--- config.mk ---
export PLATFORM = sky130hd
export DESIGN_NAME = inst_fetch
export DESIGN_NICKNAME = d
export VERILOG_FILES = /design/src/rtl/inst_fetch.sv
export SDC_FILE = /design/constraint.sdc
export NUM_CORES = 1
export LEC_CHECK = 0
export ABC_AREA = 1
export CORE_MARGIN = 4
export CORE_UTILIZATION = 25
export CTS_BUF_LIST = sky130_fd_sc_hd__clkbuf_2
export DETAILED_ROUTE_END_ITERATION = 12
export DONT_BUFFER_PORTS = 1
export GPL_TIMING_DRIVEN = 1
export PLACE_DENSITY_LB_ADDON = 0.2
export SYNTH_ARGS = -nofsm -noshare
export SYNTH_HDL_FRONTEND = slang
export SYNTH_SLANG_ARGS = --single-unit
--- constraint.sdc ---
create_clock -name clk -period 14.71 [get_ports clk]
set_clock_uncertainty 0.1 [all_clocks]
set_input_delay 2.942 -clock clk [delete_from_list [all_inputs] [get_ports clk]]
set_output_delay 2.942 -clock clk [all_outputs]
set_load 0.02 [all_outputs]
--- src/rtl/inst_fetch.sv ---
// Instruction fetch stage: owns the fetch PC, issues word requests to instruction
// memory and buffers returned instructions with their PCs for the decoder.
module inst_fetch #(
    parameter int                XLEN            = 32,
    parameter logic [XLEN-1:0]   RESET_PC        = '0,
    parameter int                FIFO_DEPTH      = 4,
    parameter int                MAX_OUTSTANDING = 2
) (
    input  logic            clk,
    input  logic            rst,
    output logic            o_mem_req,
    output logic [XLEN-1:0] o_mem_addr,
    input  logic            i_mem_gnt,
    input  logic            i_mem_rvalid,
    input  logic [31:0]     i_mem_rdata,
    input  logic            i_redirect,
    input  logic [XLEN-1:0] i_redirect_pc,
    input  logic            i_halt,
    output logic            o_inst_valid,
    input  logic            i_inst_ready,
    output logic [31:0]     o_inst,
    output logic [XLEN-1:0] o_pc,
    output logic            o_flush_pipe
);

    // state | meaning
    // BOOT  | first cycle after reset release, no request
    // RUN   | issuing fetch requests subject to credit
    // HALT  | no new requests; in-flight responses still delivered
    typedef enum logic [1:0] {
        BOOT = 2'd0,
        RUN  = 2'd1,
        HALT = 2'd2
    } state_t;

    localparam int FW = $clog2(FIFO_DEPTH);
    localparam int CW = $clog2(FIFO_DEPTH + 1);
    localparam int OW = $clog2(MAX_OUTSTANDING + 1);
    localparam int AW = (MAX_OUTSTANDING > 1) ? $clog2(MAX_OUTSTANDING) : 1;
    localparam logic [XLEN-1:0] ALIGN_MASK = {{(XLEN-2){1'b1}}, 2'b00};

    state_t          state, state_nxt;
    logic [XLEN-1:0] pc;
    logic [OW-1:0]   outstanding, outstanding_nxt, discard_cnt;
    logic [CW-1:0]   fifo_count;
    logic [FW-1:0]   fifo_rd, fifo_wr;
    logic [31:0]     fifo_inst [FIFO_DEPTH];
    logic [XLEN-1:0] fifo_pc   [FIFO_DEPTH];
    logic [XLEN-1:0] aq_mem    [MAX_OUTSTANDING];
    logic [AW-1:0]   aq_rd, aq_wr;
    logic            mem_req, grant, fifo_push, fifo_pop, flush_q;

    function automatic logic [AW-1:0] aq_next(input logic [AW-1:0] idx);
        return (idx == AW'(MAX_OUTSTANDING - 1)) ? '0 : idx + AW'(1);
    endfunction

    always_comb begin
        state_nxt = state;
        mem_req   = 1'b0;
        case (state)
            BOOT: state_nxt = RUN;
            RUN: begin
                if (i_halt) state_nxt = HALT;
                // Credit rule: every granted request already owns a FIFO slot.
                mem_req = !i_redirect
                          && (int'(outstanding) < MAX_OUTSTANDING)
                          && ((int'(outstanding) + int'(fifo_count)) < FIFO_DEPTH);
            end
            HALT: if (!i_halt) state_nxt = RUN;
            default: state_nxt = BOOT;
        endcase
    end

    assign grant     = mem_req & i_mem_gnt;
    assign fifo_push = i_mem_rvalid & (discard_cnt == '0) & ~i_redirect;
    assign fifo_pop  = o_inst_valid & i_inst_ready;

    always_comb begin
        outstanding_nxt = outstanding;
        if (grant && !i_mem_rvalid)
            outstanding_nxt = outstanding + OW'(1);
        else if (!grant && i_mem_rvalid)
            outstanding_nxt = outstanding - OW'(1);
    end

    always_ff @(posedge clk) begin
        if (!rst) begin
            state       <= BOOT;
            pc          <= RESET_PC;
            outstanding <= '0;
            discard_cnt <= '0;
            fifo_count  <= '0;
            fifo_rd     <= '0;
            fifo_wr     <= '0;
            aq_rd       <= '0;
            aq_wr       <= '0;
            flush_q     <= 1'b0;
        end else begin
            state       <= state_nxt;
            flush_q     <= i_redirect;
            outstanding <= outstanding_nxt;
            if (i_redirect) begin
                // Everything still in flight becomes stale and is dropped on return.
                pc          <= i_redirect_pc & ALIGN_MASK;
                discard_cnt <= outstanding_nxt;
                fifo_count  <= '0;
                fifo_rd     <= '0;
                fifo_wr     <= '0;
                aq_rd       <= '0;
                aq_wr       <= '0;
            end else begin
                if (grant) begin
                    pc    <= pc + XLEN'(4);
                    aq_wr <= aq_next(aq_wr);
                end
                if (i_mem_rvalid) begin
                    if (discard_cnt != '0) discard_cnt <= discard_cnt - OW'(1);
                    else                   aq_rd       <= aq_next(aq_rd);
                end
                if (fifo_push) fifo_wr <= fifo_wr + FW'(1);
                if (fifo_pop)  fifo_rd <= fifo_rd + FW'(1);
                if (fifo_push && !fifo_pop)
                    fifo_count <= fifo_count + CW'(1);
                else if (!fifo_push && fifo_pop)
                    fifo_count <= fifo_count - CW'(1);
            end
        end
    end

    always_ff @(posedge clk) begin
        if (grant) aq_mem[aq_wr] <= pc;
    end

    always_ff @(posedge clk) begin
        if (!rst) begin
            for (int i = 0; i < FIFO_DEPTH; i++) begin
                fifo_inst[i] <= '0;
                fifo_pc[i]   <= '0;
            end
        end else if (fifo_push) begin
            fifo_inst[fifo_wr] <= i_mem_rdata;
            fifo_pc[fifo_wr]   <= aq_mem[aq_rd];
        end
    end

    assign o_mem_req    = mem_req;
    assign o_mem_addr   = pc;
    assign o_inst_valid = (fifo_count != '0);
    assign o_inst       = fifo_inst[fifo_rd];
    assign o_pc         = fifo_pc[fifo_rd];
    assign o_flush_pipe = flush_q;

endmodule

After elaboration in Yosys (flattened, before gate mapping):

Memory sizes are Yosys's and may differ from the RTL's. A register that Yosys moved wholly into a read port is not among the register bits.
Index checks and enable logic that the tools add are counted.

* multiplexer cells: 33
* order comparisons: 2
* add/sub/neg operators: 11
* eq/ne operators: 4
* bitwise operators: 7
* reduce and logical (&&, ||, !) cells: 25

Operator list (count)
* two-way mux 32 bit: 4
* OR reduction 32 bit: 2
* adder 32 x 3 -> 32 bit (second input constant): 1
* two-way mux 2 bit: 13
* two-way mux 1 bit: 13
* nonzero test 2 bit: 5
* adder 2 x 1 -> 2 bit (second input constant): 3
* logical AND 1 bit: 6
* two-way mux 3 bit: 2
* case mux 2 bit (3 select lines): 1
* AND reduction 2 bit: 3
* zero test 1 bit: 5
* adder 2 x 3 -> 4 bit: 1
* AND 1 bit: 4
* zero test 2 bit: 2
* < comparator 4 x 3 -> 1 bit (second input constant): 1
* != test 2 bit (second input constant): 2
* subtractor 2 x 1 -> 2 bit (second input constant): 2
* adder 3 x 1 -> 3 bit (second input constant): 1
* inverter 1 bit: 3
* nonzero test 3 bit: 1
* subtractor 3 x 1 -> 3 bit (second input constant): 1
* adder 1 bit (second input constant): 2
* equality test 2 x 1 -> 1 bit (second input constant): 1
* 3 further kinds: 3

* bits of input ports: 71
* output and inout bits: 99
* bits in writable memories: 320
* bits in registers: 48
* memories: 3

Memories
* fifo_inst: depth 4, width 32, read ports 1, clocked after memory_dff 1, wr ports 4, line 47 `logic [31:0] fifo_inst [FIFO_DEPTH];`
* fifo_pc: depth 4, width 32, read ports 1, clocked after memory_dff 1, wr ports 4, line 48 `logic [XLEN-1:0] fifo_pc [FIFO_DEPTH];`
* aq_mem: depth 2, width 32, read ports 1, clocked after memory_dff 1, wr ports 1, line 49 `logic [XLEN-1:0] aq_mem [MAX_OUTSTANDING];`

Logic depth before layout (Yosys ltp):

* depth after elaboration: 10
* gate-level depth with buffers: 11

Least setup slack after synthesis:

OpenSTA, ideal clock, no wires.

* kind: input to register
* start point: in i_mem_rvalid
* end point: mem fifo_inst[3][0], enable pin
* slack: 6.041 ns
* stages on the path: 4
* buffers on the path: 0
* setup time: 0.574 ns
* arrival time: 7.995 ns
* path through: nand2_1 > nor2_1 > inv_1 > o31ai_1

RTL lines
* start, declared: line 14 `input logic i_mem_rvalid,`
* end, declared: line 47

==> metrics.cfg <==
[critical_path]
worstPathArrival_ps=3520
setup.worst_path.class=flip-flop to output pin
critPathMaxFanout=90
worstPathRequired_ps=11670
cp-end-kind=output pin
crit_path_start_kind=flip-flop

[drt]
routed_wl_um=45800
drt-pass1-iter-count=5
via_per_inst=4.38
ant_nets=0
routedWlPerCell_um=18.4
drc_errors=0
dr_total_vias=10900
drtIter0Drc=781

[sta]
rsz0062_at_grt=false
setup_viol=0
slew_headroom=0.271
hold_viol_final=0
worst_pin_slew_ps=1090
clock.fmax_mhz=152
min_period_over_period=0.446
hold_slack_ps=367
setup_tns_ps=0
drv_slew=0
finalCriticalPeriod_ps=6560

[clocking]
ctsRootBufferMaster=clkbuf_2
clk_latency_ps=1060
path_clk_slew_ps=90
cts_tree=done
postCtsResizedCells=0
cts_hold_buffers=0
htreeDepth=3
clk_path_buf_depth=3
post_cts_buffers=0
cts_sinks=357
cts_buffers=99

[worst_hold_path]
hp-class=flip-flop to flip-flop

[yosys]
syn_inst=1555
synthFlopType=edfxtp_1
syn_avg_cell_area_um2=10.2
yosysMostFrequentCell=nor2_1
yosysUniqueCellTypes=42
synth_top_cell_by_area=edfxtp_1
synth_seq_cells=357
synth_seq_area_share=0.644
ys_top_cells_by_count=nor2_1 (390), edfxtp_1 (308), nand2_1 (202)
postSynth.asyncResetShare=0
synthesis.area_mm2=0.0159
synth-edff-count=308
synthTopCellsByArea=edfxtp_1 (58%), nor2_1 (9.2%), dfxtp_1 (6.2%), nand2_1 (4.8%), o21ai_0 (4.4%)
yosys_warnings=0
yosysTopAreaCellShare=0.583

[status]
status=complete, no violations

[power_and_ir_drop]
power_density_mw_per_mm2=117
p_leak_nw=6.66
ir_worst_vdd_uv=38.7

[cells_and_area]
drive_gt1_frac=0.153
final_net_count=1667
synthToLayoutAreaGrowth_pct=10.5
fill_cells=6775
stdcell_area_mm2=0.0175
post-route-util=0.279

[floorplan]
num_io_pins=170
dieArea_mm2=0.0676
rows=92
fp.dieW_um=260
start_util=0.252
die_y_um=260
core-area_mm2=0.0630

[flow_run]
max_cap_violations=0

[placed_design]
placed_area_mm2=0.0167
place_hpwl_um=26600
io_buffers=0
gp_congestion=0.775

[grt]
grt_pass1_vias=11200
track_usage=0.135
grt_max_degree=93
grt_overflow_total=0
grt_first_pass_wirelength_um=68800
antenna_found_initial=1

layout by cell type (no fill, tap or decap), drive strengths merged, types with 2 or more instances in the layout:
master  synthesis  final
nor2          417    417
edfxtp        308    308
nand2         205    205
clkbuf         60    144
inv           143    144
o21ai         142    142
o22ai          62     62
dfxtp          49     49
nand3          42     42
mux2           30     30
a21oi          29     29
buf            24     16
clkinv          1     15
nand3b          9      9
xor2            6      6
nor3            5      5
xnor2           4      4
ha              4      4
conb            1      4
a31oi           3      3
o21bai          2      2
a22oi           2      2
per-stage QoR:
stage	power, mW	worst slack (ps)	cells
after floorplan	1.33	6040	1558
after global placement	1.39	8040	2336
after detailed placement	1.39	8000	2336
after CTS	2.10	7880	2497
after global routing	2.18	7720	2498
final	2.05	8150	2498
registers in the layout, indices dropped and copies added, names as in the netlist, named ones only:
name / flops
aq_mem: 60
aq_rd: 1
aq_wr: 1
discard_cnt: 2
fifo_count: 3
fifo_inst: 128
fifo_pc: 120
fifo_rd: 2
fifo_wr: 2
o_flush_pipe: 1
o_mem_addr: 30
outstanding: 2
state: 2
final timing paths:
path / from / to / slack (ps) / cells past startpoint
worst max-delay path: flip-flop / o_pc[17] / 8150 / 4
worst min register to register: fifo_rd[1] / flip-flop / 370 / 2
worst min-delay path: fifo_rd[1] / flip-flop / 370 / 2
worst max register to register: discard_cnt[0] / fifo_pc[2][11] / 10810 / 7
power breakdown:
group | switching, mW | leakage (nW) | internal, mW
logic | 0.141 | 2.49 | 0.0415
clock network | 0.418 | 0.638 | 0.274
registers | 0.0332 | 3.53 | 1.15
total | 0.592 | 6.66 | 1.46
routing by layer:
| metal | global-route usage | vias to the layer above | part of all wire |
|---|---|---|---|
| met5 | 0 | - | 0 |
| met1 | 0.169 | 5221 | 0.44 |
| met3 | 0.0409 | 77 | 0.071 |
| met2 | 0.222 | 311 | 0.47 |
| li1 | - | 5328 | - |
| met4 | 0.0453 | 0 | 0.021 |
critical path, cell delays in order (launching register included):
cell and delay (ps):
dfxtp_4 470, inv_4 340, buf_4 810, o21ai_0 170
o22ai_1 600
cell type report:
class	count	area, um^2	area share
Multi-Input combinational cell	973	4760	0.272
Inverter	144	546	0.0311
Tap cell	846	1060	0.0603
Clock inverter	17	98.8	0.00563
Clock buffer	144	721	0.0411
Sequential cell	357	10200	0.583
Timing Repair Buffer	16	120	0.00685
Antenna cell	1	2.50	0.000143
cell families after synthesis:
logic type	count (synthesis)	synth area share
buffers and inverters	228	0.0593
adder cells (fa/ha/maj)	5	0.00441
XOR/XNOR	10	0.00552
other	1	0.000236
AND/OR/NAND/NOR	679	0.181
flip-flops	357	0.644
multiplexers	30	0.0213
AO/OA/AOI/OAI	245	0.0839
Note: power is estimated with default switching activity, not from simulation.
